<file path="config.mk">
export PLATFORM = sky130hd
export DESIGN_NAME = branch_resolve_queue
export DESIGN_NICKNAME = d
export VERILOG_FILES = /design/src/rtl/branch_resolve_queue_pkg.sv /design/src/rtl/branch_resolve_queue_fifo.sv /design/src/rtl/branch_resolve_queue.sv
export SDC_FILE = /design/constraint.sdc
export NUM_CORES = 1
export LEC_CHECK = 0
export BUFFER_PORTS_ARGS = -buffer_cell sky130_fd_sc_hd__buf_4
export CAP_MARGIN = 0
export CORE_MARGIN = 5
export CORE_UTILIZATION = 30
export CTS_BUF_LIST = sky130_fd_sc_hd__clkbuf_8
export DETAILED_ROUTE_END_ITERATION = 12
export PLACE_DENSITY = 0.47
export SLEW_MARGIN = 20
export SYNTH_ARGS = -nofsm -noshare
export SYNTH_HDL_FRONTEND = slang
export SYNTH_SLANG_ARGS = --single-unit
</file>
<file path="constraint.sdc">
create_clock -name CLOCK -period 2.9 [get_ports CLOCK]
set_input_delay 0.58 -clock CLOCK [delete_from_list [all_inputs] [get_ports CLOCK]]
set_output_delay 0.58 -clock CLOCK [all_outputs]
set_load 0.01 [all_outputs]
</file>
<file path="src/rtl/branch_resolve_queue_pkg.sv">
// Shared types and constants for the branch resolve queue.
package branch_resolve_queue_pkg;

  typedef enum logic {
    ST_RUN   = 1'b0,
    ST_DRAIN = 1'b1
  } brq_state_e;

  // Default entry layout; the queue packs {addr, pred} with pred in bit 0.
  localparam int unsigned BRQ_IDX_W = 3;

  typedef struct packed {
    logic [BRQ_IDX_W-1:0] addr;
    logic                 pred;
  } brq_entry_t;

  // Sticky error bit positions.
  localparam int unsigned ERR_PUSH  = 0;
  localparam int unsigned ERR_EMPTY = 1;

endpackage

</file>
<file path="src/rtl/branch_resolve_queue_fifo.sv">
// Circular buffer with push, pop and flush-to-head; flush empties the queue.
module brq_fifo #(
  parameter int unsigned DEPTH = 4,
  parameter int unsigned W     = 4
) (
  input  logic         clk,
  input  logic         rst_n,
  input  logic         push,
  input  logic         pop,
  input  logic         flush,
  input  logic [W-1:0] wdata,
  output logic [W-1:0] rdata,
  output logic         full,
  output logic         empty
);

  localparam int unsigned PTR_W = $clog2(DEPTH);
  localparam logic [PTR_W-1:0] PTR_ONE  = 1;
  localparam logic [PTR_W:0]   CNT_ONE  = 1;
  localparam logic [PTR_W:0]   CNT_FULL = DEPTH[PTR_W:0];

  logic [W-1:0]     mem_q [DEPTH];
  logic [W-1:0]     mem_d [DEPTH];
  logic [PTR_W-1:0] head_q, head_d;
  logic [PTR_W-1:0] tail_q, tail_d;
  logic [PTR_W:0]   count_q, count_d;

  // Next pointers, count and storage; flush discards everything behind the popped head.
  always_comb begin
    mem_d   = mem_q;
    head_d  = head_q;
    tail_d  = tail_q;
    count_d = count_q;
    if (push) begin
      mem_d[tail_q] = wdata;
      tail_d        = tail_q + PTR_ONE;
    end
    if (pop) begin
      head_d = head_q + PTR_ONE;
    end
    if (flush) begin
      tail_d  = head_d;
      count_d = '0;
    end else begin
      case ({push, pop})
        2'b10:   count_d = count_q + CNT_ONE;
        2'b01:   count_d = count_q - CNT_ONE;
        default: count_d = count_q;
      endcase
    end
  end

  // State registers.
  always_ff @(posedge clk or negedge rst_n) begin
    if (!rst_n) begin
      for (int unsigned i = 0; i < DEPTH; i++) begin
        mem_q[i] <= '0;
      end
      head_q  <= '0;
      tail_q  <= '0;
      count_q <= '0;
    end else begin
      mem_q   <= mem_d;
      head_q  <= head_d;
      tail_q  <= tail_d;
      count_q <= count_d;
    end
  end

  assign rdata = mem_q[head_q];
  assign full  = (count_q == CNT_FULL);
  assign empty = (count_q == '0);

endmodule

</file>
<file path="src/rtl/branch_resolve_queue.sv">
// In-order queue of in-flight branch predictions; trains the predictor on
// retire and flushes wrong-path entries on a misprediction.
module branch_resolve_queue
  import branch_resolve_queue_pkg::*;
#(
  parameter int unsigned DEPTH = 4,
  parameter int unsigned IDX_W = 3,
  parameter int unsigned CNT_W = 16
) (
  input  logic             CLOCK,
  input  logic             RESET_N,
  input  logic             PUSH,
  input  logic [IDX_W-1:0] PUSH_ADDR,
  input  logic             PUSH_PRED,
  input  logic             RESOLVE,
  input  logic             RESOLVE_TAKEN,
  output logic             FULL,
  output logic             EMPTY,
  output logic             BUSY,
  output logic             UPD_VALID,
  output logic [IDX_W-1:0] UPD_ADDR,
  output logic             UPD_OUTCOME,
  output logic             MISPREDICT,
  output logic [CNT_W-1:0] RESOLVED_CNT,
  output logic [CNT_W-1:0] MISS_CNT,
  output logic [1:0]       ERR
);

  localparam logic [CNT_W-1:0] CNT_ONE = 1;

  brq_state_e       state_q, state_d;
  logic             upd_valid_q, upd_valid_d;
  logic [IDX_W-1:0] upd_addr_q, upd_addr_d;
  logic             upd_outcome_q, upd_outcome_d;
  logic             mispredict_q, mispredict_d;
  logic [CNT_W-1:0] resolved_q, resolved_d;
  logic [CNT_W-1:0] miss_q, miss_d;
  logic [1:0]       err_q, err_d;

  logic [IDX_W:0]   head_entry;
  logic             fifo_full, fifo_empty;
  logic             pop, mis_retire, push_ok;

  brq_fifo #(
    .DEPTH (DEPTH),
    .W     (IDX_W + 1)
  ) u_fifo (
    .clk   (CLOCK),
    .rst_n (RESET_N),
    .push  (push_ok),
    .pop   (pop),
    .flush (mis_retire),
    .wdata ({PUSH_ADDR, PUSH_PRED}),
    .rdata (head_entry),
    .full  (fifo_full),
    .empty (fifo_empty)
  );

  // Retire/push qualification; a mispredict retire suppresses any same-cycle push silently.
  always_comb begin
    pop        = RESOLVE & ~fifo_empty;
    mis_retire = pop & (head_entry[0] != RESOLVE_TAKEN);
    push_ok    = PUSH & ~fifo_full & (state_q == ST_RUN) & ~mis_retire;
  end

  // Next state, registered update/flush outputs, statistics and sticky errors.
  always_comb begin
    state_d       = mis_retire ? ST_DRAIN : ST_RUN;
    upd_valid_d   = pop;
    upd_addr_d    = upd_addr_q;
    upd_outcome_d = upd_outcome_q;
    mispredict_d  = mis_retire;
    resolved_d    = resolved_q;
    miss_d        = miss_q;
    err_d         = err_q;
    if (pop) begin
      upd_addr_d    = head_entry[IDX_W:1];
      upd_outcome_d = RESOLVE_TAKEN;
      resolved_d    = resolved_q + CNT_ONE;
    end
    if (mis_retire) begin
      miss_d = miss_q + CNT_ONE;
    end
    if (PUSH & ~mis_retire & (fifo_full | (state_q == ST_DRAIN))) begin
      err_d[ERR_PUSH] = 1'b1;
    end
    if (RESOLVE & fifo_empty) begin
      err_d[ERR_EMPTY] = 1'b1;
    end
  end

  // State registers.
  always_ff @(posedge CLOCK or negedge RESET_N) begin
    if (!RESET_N) begin
      state_q       <= ST_RUN;
      upd_valid_q   <= 1'b0;
      upd_addr_q    <= '0;
      upd_outcome_q <= 1'b0;
      mispredict_q  <= 1'b0;
      resolved_q    <= '0;
      miss_q        <= '0;
      err_q         <= '0;
    end else begin
      state_q       <= state_d;
      upd_valid_q   <= upd_valid_d;
      upd_addr_q    <= upd_addr_d;
      upd_outcome_q <= upd_outcome_d;
      mispredict_q  <= mispredict_d;
      resolved_q    <= resolved_d;
      miss_q        <= miss_d;
      err_q         <= err_d;
    end
  end

  assign FULL         = fifo_full;
  assign EMPTY        = fifo_empty;
  assign BUSY         = (state_q == ST_DRAIN);
  assign UPD_VALID    = upd_valid_q;
  assign UPD_ADDR     = upd_addr_q;
  assign UPD_OUTCOME  = upd_outcome_q;
  assign MISPREDICT   = mispredict_q;
  assign RESOLVED_CNT = resolved_q;
  assign MISS_CNT     = miss_q;
  assign ERR          = err_q;

endmodule

</file>
==> summary.txt <==
Timing
  • Slew headroom: 0.460
  • Worst Clk Skew: approximately 5 ps
  • RSZ-0062 raised after global routing: false
  • Worst-margin pin slew: just over 800 ps
  • Hold Fails Final Rpt: 0
  • Final Worst Setup Slack: between 400 and 500 ps
  • Count of final max-slew check failures: 0
  • Fmax: ~410 MHz
  • Tcrit/Tclk final: 0.837
  • Period minus WS final: ~2400 ps
  • Setup TNS: 0 ps
  • Endpoints failing setup: 0

Final layout
  • Final-stage net count: 323
  • Most common cell after layout, fill and taps aside: dfrtp_1
  • Util after Layout: 0.388
  • Share of layout cells above drive strength 1: 0.334
  • Most frequent cells in the layout: dfrtp_1 (63), buf_4 (57), nand2_1 (32)
  • Layout area overhead: 26.2%
  • Ant diodes: 0

Route
  • Total number of vias: between 2000 and 2500
  • Avg WL per Cell: 14.6 um
  • DR vias/cell: ~4.6
  • WL final: between 6 and 7 mm
  • DRC Markers: 0
  • Number of DRC markers in iteration 0: 42
  • TritonRoute pass-1 iters: 4
  • Remaining antenna violation count: 0

Clock network
  • CTS resizes: 0
  • CTS Root Cell: clkbuf_8
  • Setup Fix Bufs, Post-CTS: 0
  • Clock sinks: 63
  • Max Buffers Root-to-Sink: 2
  • Clock Latency Late Sink: around 330 ps
  • Post-CTS Hold Fix Bufs: 0
  • Clk slew on worst S/H paths: 70 ps
  • CTS H-tree lvls: 3
  • CTS tree: built
  • TritonCTS buffer count: 9

Worst setup path
  • Critical Path Fanout Max: 4
  • CP Class: reg2reg
  • Startpoint types: flop
  • CP endpoint kind: flop
  • R2R setup slack: approximately 470 ps
  • CP required: between 3000 and 4000 ps
  • Data arrival time of the worst path: about 2700 ps

Yosys
  • Syn Area/Cell: 12.2 um2
  • Sequential element share of the synthesized area: 0.524
  • #FFs+latches synth: 63
  • Top post-synthesis cells by area: dfrtp_1 (52%), mux2_2 (7.1%), xnor2_1 (5.2%)
  • Post-synth net total: ~260
  • Yosys top cell area share: 0.524
  • Post-Syn Instances: between 200 and 250
  • Cell taking the most area after synthesis: dfrtp_1
  • YS warnings: 0
  • Netlist area before placement: 3010 um2
  • Unique masters post-synth: 39

Placed design
  • Worst slack, placed: ~460 ps
  • Dpl hpwl: ~4.6 mm
  • Port bufs: 51
  • Final GP Congestion: roughly 0.75

Floorplanning
  • Initial Utilization: 0.308
  • I/O pin total: 52
  • Die Wd: between 100 and 150 um
  • Die height: 110 um
  • Core Area: 9770 um2
  • Die footprint: between 10000 and 15000 um2
  • Num rows: 36

Pwr
  • Static Leak: between 1.5 and 2 nW
  • Pwr per Cell Area: approximately 1000 nW/um2
  • Worst vdd ir: around 0.43 mV

Global routing
  • Largest net degree at the start of global routing: 64
  • GRT Util Overall: 0.117
  • Initial antenna violation count: 0
  • GRT Residual Overflow: 0
  • First-pass GRT wire length: around 11 mm
  • Vias in the first global route: roughly 2100

Hold path
  • Hold crit path type: in2async

Run status
  • Status: complete, no violations

Run
  • Max-cap violations: 0
==> path summary, 6_finish.rpt <==
| path | from | end | cells after the start |
|---|---|---|---|
| max | u_fifo.head_q[0] | u_fifo.count_q[2] | 7 |
| min | RESET_N | MISS_CNT[10] | 1 |
| max reg2reg | u_fifo.head_q[0] | u_fifo.count_q[2] | 7 |
| min reg2reg | ERR[1] | ERR[1] | 1 |
| max in group asynchronous | RESET_N | u_fifo.mem_q[12] | 1 |
| min in group CLOCK | ERR[1] | ERR[1] | 1 |
==> where the power goes <==
part           switching [mW]  total, mW  internal (mW)
registers               0.270       1.43           1.16
clock network           0.325      0.873          0.548
logic                   0.733       1.48          0.752
==> flip-flops by register name, summed over array words and instances (netlist names) <==
signal and flops:
u_fifo.mem_q 16, UPD_ADDR 3, RESOLVED_CNT 16, u_fifo.tail_q 2, u_fifo.count_q 3, MISPREDICT 1, UPD_OUTCOME 1, u_fifo.head_q 2
UPD_VALID 1, MISS_CNT 16, ERR 2
==> kinds of logic (layout without fill, tap and decap cells) <==
logic type,Yosys count,in the layout,synth area share
buf+inv,12,76,0.0216
flops,63,63,0.524
fa+ha+maj,7,7,0.0316
mux,28,28,0.126
compound gates,10,10,0.0325
simple gates,91,91,0.151
xor+xnor,36,36,0.114
==> stage by stage <==
| step | total power, mW | area [um2] | instances | hold slack (ps) |
|---|---|---|---|---|
| after floorplan | 2.43 | 3010 | 247 | 284 |
| after global placement | 2.95 | 3560 | 429 | 446 |
| after detailed placement | 2.96 | 3560 | 429 | 450 |
| after CTS | 3.86 | 3790 | 444 | 372 |
| after global routing | 4.09 | 3790 | 444 | 385 |
| final | 3.79 | 3790 | 444 | 333 |
==> synth_stat cells, drive strengths merged <==
master,number
nor3,7
or4,1
a31oi,1
xor2,17
nor2b,3
a21oi,4
clkbuf,4
o22ai,1
xnor2,19
o21ai,1
nand2,32
fa,1
and4,1
mux2,19
ha,6
mux2i,4
mux4,5
nand2b,1
nor4,6
inv,4
nand3,12
or2,1
or3b,1
o21bai,1
o31ai,1
buf,4
nor2,9
a21o,1
and3,5
dfrtp,63
nand4,12
==> worst max-delay path: stages, from the launching register on <==
cell and delay, ps:
dfrtp_1 370, mux4_2 600, xnor2_4 170, a31oi_1 110, fa_1 420, nand2b_1 160, mux4_2 440, nor2_1 90
==> final cells by class <==
class	instances	area (um2)
Tap cell	133	166
Clock buffer	12	165
Timing Repair Buffer	57	428
Inverter	4	15.0
Sequential cell	63	1580
Clock inverter	3	65.1
Fill cell	978	5980
Multi-Input combinational cell	172	1380
==> routing by layer <==
metal | wire [um] | global-route usage | vias to the layer above | part of all wire
met4 | 44 | 0.0343 | 0 | 0.0068
met1 | 2970 | 0.152 | 1007 | 0.46
met5 | 0 | 0 | - | 0
li1 | - | - | 986 | -
met3 | 359 | 0.0367 | 4 | 0.055
met2 | 3100 | 0.185 | 49 | 0.48
Power figures use the tool's default switching activity.
